==> config.mk <==
export PLATFORM = sky130hd
export DESIGN_NAME = rom_loader
export DESIGN_NICKNAME = d
export VERILOG_FILES = /design/src/rtl/rom_loader.sv
export SDC_FILE = /design/constraint.sdc
export NUM_CORES = 1
export LEC_CHECK = 0
export ABC_AREA = 1
export CORE_UTILIZATION = 46
export CTS_BUF_LIST = sky130_fd_sc_hd__clkbuf_8 sky130_fd_sc_hd__clkbuf_16
export DETAILED_ROUTE_END_ITERATION = 10
export PLACE_DENSITY = 0.84
export REMOVE_ABC_BUFFERS = 1
export SYNTH_ARGS = -nofsm -noshare
export SYNTH_HDL_FRONTEND = slang
export SYNTH_SLANG_ARGS = --single-unit
==> constraint.sdc <==
create_clock -name clk_sys -period 1.8 [get_ports clk_sys]
set_clock_uncertainty 0.05 [all_clocks]
set_input_delay 0.45 -clock clk_sys [delete_from_list [all_inputs] [get_ports clk_sys]]
set_output_delay 0.45 -clock clk_sys [all_outputs]
set_load 0.01 [all_outputs]
==> src/rtl/rom_loader.sv <==
// Splits 16-bit HPS ioctl download words into byte writes for four ROM regions,
// with backpressure, a running checksum, sticky error flags and a done pulse.
module rom_loader #(
  parameter int unsigned ADDR_W    = 17,
  parameter logic [26:0] REG1_BASE = 27'h10000,
  parameter logic [26:0] REG2_BASE = 27'h18000,
  parameter logic [26:0] REG3_BASE = 27'h28000,
  parameter logic [26:0] IMG_SIZE  = 27'h48000
) (
  input  logic              clk_sys,
  input  logic              reset_n,
  input  logic              ioctl_download,
  input  logic              ioctl_wr,
  input  logic [26:0]       ioctl_addr,
  input  logic [15:0]       ioctl_dout,
  output logic              ioctl_wait,
  output logic [3:0]        rom_we,
  output logic [ADDR_W-1:0] rom_addr,
  output logic [7:0]        rom_data,
  input  logic              rom_ready,
  output logic [15:0]       checksum,
  output logic              overflow,
  output logic              proto_err,
  output logic              done
);

  typedef enum logic [1:0] {IDLE, WR_LO, WR_HI, FLUSH} state_t;

  state_t      state;
  logic [26:0] hi_addr_q;
  logic [7:0]  hi_data_q;
  logic        dl_q;
  logic        clr_pend;
  logic        byte_ovf;

  logic [26:0] sel_addr;
  logic [26:0] sel_base;
  logic [7:0]  sel_data;
  logic [3:0]  sel_we;
  logic        sel_ovf;
  logic        dl_rise;
  logic        dl_fall;
  logic        clear_now;

  assign ioctl_wait = ioctl_wr | (state != IDLE);
  assign dl_rise    = ioctl_download & ~dl_q;
  assign dl_fall    = ~ioctl_download & dl_q;
  // A start seen mid-word is deferred until the word has drained.
  assign clear_now  = (state == IDLE) && (dl_rise || clr_pend);

  // Decode the byte that will be presented next: the low byte straight off the
  // bus when idle, otherwise the latched high byte.
  always_comb begin
    sel_addr = (state == IDLE) ? ioctl_addr : hi_addr_q;
    sel_data = (state == IDLE) ? ioctl_dout[7:0] : hi_data_q;
    sel_we   = '0;
    sel_base = '0;
    sel_ovf  = 1'b0;
    if (sel_addr >= IMG_SIZE) begin
      sel_ovf = 1'b1;
    end else if (sel_addr >= REG3_BASE) begin
      sel_we   = 4'b1000;
      sel_base = REG3_BASE;
    end else if (sel_addr >= REG2_BASE) begin
      sel_we   = 4'b0100;
      sel_base = REG2_BASE;
    end else if (sel_addr >= REG1_BASE) begin
      sel_we   = 4'b0010;
      sel_base = REG1_BASE;
    end else begin
      sel_we = 4'b0001;
    end
  end

  always_ff @(posedge clk_sys or negedge reset_n) begin
    if (!reset_n) begin
      state     <= IDLE;
      hi_addr_q <= '0;
      hi_data_q <= '0;
      dl_q      <= 1'b0;
      clr_pend  <= 1'b0;
      byte_ovf  <= 1'b0;
      rom_we    <= '0;
      rom_addr  <= '0;
      rom_data  <= '0;
      checksum  <= '0;
      overflow  <= 1'b0;
      proto_err <= 1'b0;
      done      <= 1'b0;
    end else begin
      dl_q <= ioctl_download;
      done <= 1'b0;
      if (dl_rise && state != IDLE) clr_pend <= 1'b1;
      if (clear_now) begin
        checksum  <= '0;
        overflow  <= 1'b0;
        proto_err <= 1'b0;
        clr_pend  <= 1'b0;
      end
      if (ioctl_wr && state != IDLE) proto_err <= 1'b1;

      case (state)
        IDLE: begin
          if (ioctl_wr && ioctl_download) begin
            hi_addr_q <= {ioctl_addr[26:1], 1'b1};
            hi_data_q <= ioctl_dout[15:8];
            rom_we    <= sel_we;
            rom_addr  <= ADDR_W'(sel_addr - sel_base);
            rom_data  <= sel_data;
            byte_ovf  <= sel_ovf;
            state     <= WR_LO;
          end else if (dl_fall) begin
            done  <= 1'b1;
            state <= FLUSH;
          end
        end
        WR_LO: begin
          if (byte_ovf || rom_ready) begin
            if (byte_ovf) overflow <= 1'b1;
            else          checksum <= checksum + 16'(rom_data);
            rom_we   <= sel_we;
            rom_addr <= ADDR_W'(sel_addr - sel_base);
            rom_data <= sel_data;
            byte_ovf <= sel_ovf;
            state    <= WR_HI;
          end
        end
        WR_HI: begin
          if (byte_ovf || rom_ready) begin
            if (byte_ovf) overflow <= 1'b1;
            else          checksum <= checksum + 16'(rom_data);
            rom_we   <= '0;
            byte_ovf <= 1'b0;
            done     <= ~ioctl_download;
            state    <= ioctl_download ? IDLE : FLUSH;
          end
        end
        FLUSH:   state <= IDLE;
        default: state <= IDLE;
      endcase
    end
  end

endmodule

==> impl_metrics.toml, run 1 <==
[outcome]
status = "complete, but fails checks"
failed_checks = "negative setup slack"

[logic_synthesis]
synth_warnings = 0
postSynthAreaPerCell_sq_um = 8.32
synth_area_leaders = "dfrtp_1, nand2_1, o21ai_0"
yosys.area.top_type = "dfrtp_1"
synthFlopType = "dfrtp_1"
synth_edf_count = 0
synth_top_area_frac = 0.492
netlist_instances = 538
netlist_area_sq_um = 4470
async_flop_share = 1.00
synth-seq-cells = 88
ys_types = 38
yosysSeqAreaShare = 0.492

[layout]
layout.nets = 764
fin_util = 0.727
diodes = 0
drive_gt1_frac = 0.274
syn_to_final_growth_pct = 51.5
nFillCells = 672

[critical_path]
crit_family = "adder cells"
crit_buf_inv = 2
crit_arrival_ns = 2.16
crit_chain = "ha_2 > inv_2 > fa_2 > nand3b_1 > nand2_2 > buf_4 > nand2_2 > nand2_2 > a21oi_2 > nand2_1 > nand2_1 > o21ai_1"
required_ns = 2.02
cp_max_fo = 2
cp_slowest_cell = "dfrtp_1"
timing.rr.start = "rom_data[0]$_DFFE_PN0P_"
cp_common_cell = "nand2_2"
rrSetupSlack_ns = -0.14
cp-start-kind = "register"
rr_worst_depth = 12
crit_type = "register to register"
crit_path_end_kind = "register"
rr_endpoint = "checksum[6]$_DFF_PN0_"
critical_path.max_stage_delay_ns = 0.38

[detailed_routing]
num_vias = 4322
wl_microns = 12700
drt_iter0_markers = 153
routed_via_density = 5.17
wl_met1_microns = 5040
ant_nets = 0
drc = 0
dr_wl_met2_microns = 6650
top_layer = "met4"
drtPass1Iterations = 5
met3WireLength_microns = 738
routedWlPerCell_microns = 15.1

[timing]
rsz0062_at_grt = "true"
fin_ws_ns = -0.138
period_needed_ns = 1.94
post-route-period-util = 1.08
max_slew_margin = 0.654
max_freq_ghz = 0.516
timing_hold_violations_final = 0
tightest_slew_ns = 0.514
maxSlewViolCount = 0
setup-violations-final = 13
fin_tns_setup_ns = -0.831

[placed_design]
portBuffers = 96
gp_congestion = 0.880
dpl.hpwl_microns = 8250

[global_routing]
grt_pass1_wl_microns = 19500
antenna_found_initial = 0
grt_overflow = 0
grt_max_degree = 35
grt_usage = 0.245
first_global_vias = 4298

[floorplanning]
io_pins = 97
core_sq_um = 9330
die_h_microns = 101
initial_core_util = 0.480
die-area_sq_um = 10100
die_width_microns = 101
rows = 35

[clock_network]
clk_pin_slew_ns = 0.10
numCtsBuffers = 9
cts_buffer_depth = 2
cts_sinks = 88
cts_tree = "done"
clockRootBuffer = "clkbuf_8"
clk_latency_ns = 0.35
htreeDepth = 3

[min_path]
hold_class = "register to register"
min_to = "hi_addr_q[0]$_DFFE_PN0P_"
min-delay-start = "hi_addr_q[0]$_DFFE_PN0P_"
hold_depth = 2

[job]
cap_violations = 0

[power]
ir_worst_vdd_v = 0.00115
p_leak_nw = 3.40
power.density_nw_per_um2 = 1770
## logic make-up (layout without fill, tap and decap cells)
family,Yosys count,in the layout,synth area share
and+or+nand+nor,231,231,0.217
AOI/OAI and AO/OA,103,103,0.131
DFF,88,88,0.492
buffers and inverters,85,254,0.0772
muxes,15,15,0.0378
adders and majority gates,14,14,0.0408
xor gates and xnor gates,2,2,0.00392
## worst reg2reg max path: cells and delay by family, from the launching register on
kind | cells | cell delay [ns]
flip-flops | 1 | 0.38
AO/OA/AOI/OAI | 2 | 0.19
adder cells (fa/ha/maj) | 2 | 0.54
buffers and inverters | 2 | 0.17
AND/OR/NAND/NOR | 6 | 0.53
## Yosys cell counts, types with 2 or more instances
cell and instances:
a21oi_1 13, a31oi_1 2, buf_2 8, buf_6 2
clkbuf_1 10, dfrtp_1 88, ha_1 13, inv_1 59
inv_2 4, mux2_2 15, nand2_1 144, nand2_2 3
nand2_4 2, nand3_1 33, nand3_2 2, nand4_1 2
nor2_1 37, nor3_1 2, o21ai_0 64, o21ai_1 2
o21ai_2 6, o31ai_1 9, or2_1 2, xor2_1 2
## routing by layer
metal / vias to the layer above / track usage
met1: 2090 / 0.298
met2: 142 / 0.432
met5: - / 0
li1: 2068 / -
met4: 0 / 0.0847
met3: 22 / 0.0527
## flip-flops by register name, indices dropped and copies added, names as in the netlist
register	count
hi_data_q	8
state	2
byte_ovf	1
rom_addr	17
dl_q	1
hi_addr_q	27
overflow	1
rom_we	4
done	1
proto_err	1
checksum	16
clr_pend	1
rom_data	8
## report_power, final
part | total (W) | internal, W | switching, W | leakage, nW
sequential | 0.00337 | 0.00282 | 0.000551 | 1.10
combinational | 0.00712 | 0.00340 | 0.00373 | 2.19
clock | 0.00149 | 0.000774 | 0.000720 | 0.112
total | 0.0120 | 0.00699 | 0.00500 | 3.40
## layout by cell type, fill, tap and decap left out, drive strengths merged, types with 4 or more instances in the layout
| cell type | count |
|---|---|
| a21oi | 14 |
| buf | 77 |
| clkbuf | 10 |
| clkdlybuf4s50 | 65 |
| clkinv | 4 |
| dfrtp | 88 |
| dlygate4sd2 | 17 |
| dlymetal6s2s | 12 |
| ha | 13 |
| inv | 65 |
| mux2 | 15 |
| nand2 | 149 |
| nand3 | 35 |
| nor2 | 39 |
| o21ai | 72 |
| o31ai | 9 |
## worst max path at each step
| stage | from | to | slack (ns) | cells past startpoint |
|---|---|---|---|---|
| global placement | ioctl_wr | ioctl_wait | -0.28 | 4 |
| CTS | state[0]$_DFFE_PN0P_ | rom_addr[16]$_DFFE_PN0P_ | -0.12 | 14 |
| floorplan | state[0]$_DFFE_PN0P_ | hi_addr_q[19]$_DFFE_PN0P_ | -1.21 | 4 |
| global route | rom_data[0]$_DFFE_PN0P_ | checksum[6]$_DFF_PN0_ | -0.23 | 12 |
| detailed placement | ioctl_wr | rom_we[1]$_DFFE_PN0P_ | -0.38 | 10 |
| finish | rom_data[0]$_DFFE_PN0P_ | checksum[6]$_DFF_PN0_ | -0.14 | 12 |
## stage by stage
step                power (W)  area (sq um)  hold WS [ns]  setup slack [ns]  std cells
global placement      0.00882          5980         0.335            -0.282        797
floorplan             0.00628          4370         0.104             -1.21        518
CTS                    0.0109          6410         0.416            -0.119        826
detailed placement    0.00910          5980         0.349            -0.379        797
global route           0.0128          6780         0.448            -0.225        836
finish                 0.0120          6780         0.414            -0.138        836
## what timing repair did
| action | in CTS | in global routing |
|---|---|---|
| hold buffers | 1 | 0 |
| setup endpoints to repair | 78 | 36 |
| gates cloned | 0 | 2 |
| hold endpoints to repair | 24 | 0 |
| pin swaps | 18 | 21 |
| resized for setup | 57 | 75 |
| setup buffers | 12 | 8 |
## cell type report
type	count	area (sq um)	area share
Multi-Input combinational cell	365	2290	0.338
Clock inverter	7	88.8	0.0131
Clock buffer	9	124	0.0183
Tap cell	129	161	0.0238
Timing Repair Buffer	173	1670	0.246
Sequential cell	88	2200	0.325
Inverter	65	245	0.0362
Power figures use the tool's default switching activity.
==> inputs of run 2 (changes only) <==
--- a/config.mk
+++ b/config.mk
@@ -9,7 +9,7 @@
 export CORE_UTILIZATION = 46
 export CTS_BUF_LIST = sky130_fd_sc_hd__clkbuf_8 sky130_fd_sc_hd__clkbuf_16
 export DETAILED_ROUTE_END_ITERATION = 10
-export PLACE_DENSITY = 0.84
+export PLACE_DENSITY = 0.87
 export REMOVE_ABC_BUFFERS = 1
 export SYNTH_ARGS = -nofsm -noshare
 export SYNTH_HDL_FRONTEND = slang
==> run 2 against run 1 <==
Compared with the run above:
- setup slack worse by 0.011 ns
- sequential share of layout area down 1.4 points
- first-iteration DRC count up 32%
- the flow still finishes with violations (negative setup slack)
- critical path depth up 3
- maximum frequency down 0.54%
==> impl_metrics.toml, run 2 (same netlist as run 1, synthesis figures left out) <==
[layout]
final_common_cell = "nand2_1"
reg_top3 = "hi_addr_q x27, rom_addr x17, checksum x16"
largest-register = "hi_addr_q"
diodes = 0
largest_reg_flops = 27
drive_gt1_frac = 0.320
final_cell_mix = "nand2_1, dfrtp_1, clkdlybuf4s50_1"
fin_area_sq_um = 7070
nFillCells = 609
layout.nets = 767
layoutNonFillerInstCount = 838
syn_to_final_growth_pct = 58.1

[power]
ir_worst_vdd_v = 0.00108
power.density_nw_per_um2 = 1870
p_leak_nw = 3.60

[detailed_routing]
drtPass1Iterations = 7
num_vias = 4427
routed_via_density = 5.28
ant_nets = 0
routedWlPerCell_microns = 16.2
drc = 0
wl_microns = 13500
drt_iter0_markers = 202

[timing]
setup-violations-final = 22
post-route-period-util = 1.08
maxSlewViolCount = 0
period_needed_ns = 1.95
fin_tns_setup_ns = -0.904
timing_hold_violations_final = 0
fin_ws_ns = -0.148
max_slew_margin = 0.585
rsz0062_at_grt = "true"
max_freq_ghz = 0.513
tightest_slew_ns = 0.616

[critical_path]
cp_slowest_cell = "dfrtp_1"
crit_chain = "inv_2 > ha_4 > buf_6 > clkinv_4 > nand2_2 > o21ai_4 > inv_2 > nand2_2 > nor2_4 > nor2_4 > ha_4 > inv_2 > nand2_2 > nand3_2 > nand2_1"
cp_max_fo = 5
required_ns = 1.99
crit_arrival_ns = 2.14
crit_buf_inv = 5
cp-start-kind = "register"
crit_path_end_kind = "register"
critical_path.max_stage_delay_ns = 0.40
crit_family = "simple AND/OR/NAND/NOR gates"
crit_type = "register to register"

[outcome]
failed_checks = "negative setup slack"
status = "complete, but fails checks"

[placed_design]
dp_slack_ns = -0.349
placed_cells = 788
placed_cell_area_sq_um = 5890
portBuffers = 96
gp_congestion = 0.927
dpl.hpwl_microns = 8130

[clock_network]
clockRootBuffer = "clkbuf_8"
cts_tree = "done"
clk_pin_slew_ns = 0.09
cts_buffer_depth = 2
cts_sinks = 88
htreeDepth = 3
clk_latency_ns = 0.35
numCtsBuffers = 9

[floorplanning]
die_width_microns = 101
io_pins = 97
rows = 35
initial_core_util = 0.480
die-area_sq_um = 10100
die_h_microns = 101
core_sq_um = 9330

[global_routing]
first_global_vias = 4147
antenna_found_initial = 0
grt_overflow = 0
grt_pass1_wl_microns = 18700
grt_usage = 0.237
grt_max_degree = 34

[min_path]
hold_class = "register to register"

[job]
cap_violations = 0
[run 2: cell types whose count changed in the layout (fill, tap and decap cells not counted), moves of 6 or more]
| cell | delta |
|---|---|
| o21ai_2 | +7 |
| nand2_2 | +10 |
| nand2_1 | -19 |
| nand2_4 | +9 |
| buf_4 | -6 |
| dlymetal6s2s_1 | +6 |
| clkdlybuf4s50_1 | -8 |
| o21ai_0 | -6 |
| buf_6 | +9 |
[run 2: stage by stage]
stage | hold slack (ns) | util | power (W)
5_1_grt | 0.449 | 0.758 | 0.0141
6_report | 0.408 | 0.758 | 0.0132
3_3_place_gp | 0.312 | 0.632 | 0.00861
2_1_floorplan | 0.104 | - | 0.00628
3_5_place_dp | 0.315 | 0.632 | 0.00889
4_1_cts | 0.416 | 0.673 | 0.0107
[run 2: per-layer routing]
layer,global-route usage,vias up,part of all wire
li1,-,2073,-
met1,0.281,2120,0.38
met2,0.434,196,0.54
met3,0.0381,38,0.057
met4,0.0870,0,0.029
met5,0,-,0
[run 2: cell type report]
class / count / area (sq um) / share of cell area
multi-input combinational: 365 / 2480 / 0.350
sequential: 88 / 2200 / 0.311
timing repair buffer: 176 / 1770 / 0.250
inverter: 65 / 251 / 0.0356
tap: 129 / 161 / 0.0228
clock buffer: 9 / 124 / 0.0175
clock inverter: 6 / 91.3 / 0.0129
[run 2: worst paths after layout]
check                                         start  cells after the start                        to  slack [ns]
min in group asynchronous                   reset_n                      2   rom_addr[0]$_DFFE_PN0P_        0.49
max reg2reg                    state[0]$_DFFE_PN0P_                     15  rom_addr[16]$_DFFE_PN0P_       -0.15
min reg2reg                hi_addr_q[0]$_DFFE_PN0P_                      2  hi_addr_q[0]$_DFFE_PN0P_        0.41
max in group asynchronous                   reset_n                      3   rom_addr[4]$_DFFE_PN0P_        0.65
min                        hi_addr_q[0]$_DFFE_PN0P_                      2  hi_addr_q[0]$_DFFE_PN0P_        0.41
max                            state[0]$_DFFE_PN0P_                     15  rom_addr[16]$_DFFE_PN0P_       -0.15
[run 2: timing repair]
item                                    4_1_cts  5_1_grt
hold buffers                                  1        0
pin swaps                                    18       20
cloned                                        0        6
setup buffers                                13       16
endpoints found under the setup margin       52       58
resized for setup                            52      154
endpoints found under the hold margin        20        0
[run 2: worst reg2reg max path, stage by stage (launching register included)]
cell      delay (ns)
dfrtp_1         0.40
inv_2           0.09
ha_4            0.15
buf_6           0.10
clkinv_4        0.07
nand2_2         0.09
o21ai_4         0.08
inv_2           0.08
nand2_2         0.09
nor2_4          0.21
nor2_4          0.05
ha_4            0.17
inv_2           0.05
nand2_2         0.05
nand3_2         0.06
nand2_1         0.04
[run 2: report_power, final]
group | leakage (nW) | total [W] | switching, W | internal [W]
Clock | 0.110 | 0.00150 | 0.000719 | 0.000785
Sequential | 1.10 | 0.00344 | 0.000622 | 0.00282
Combinational | 2.39 | 0.00830 | 0.00433 | 0.00398
Total | 3.60 | 0.0132 | 0.00567 | 0.00758
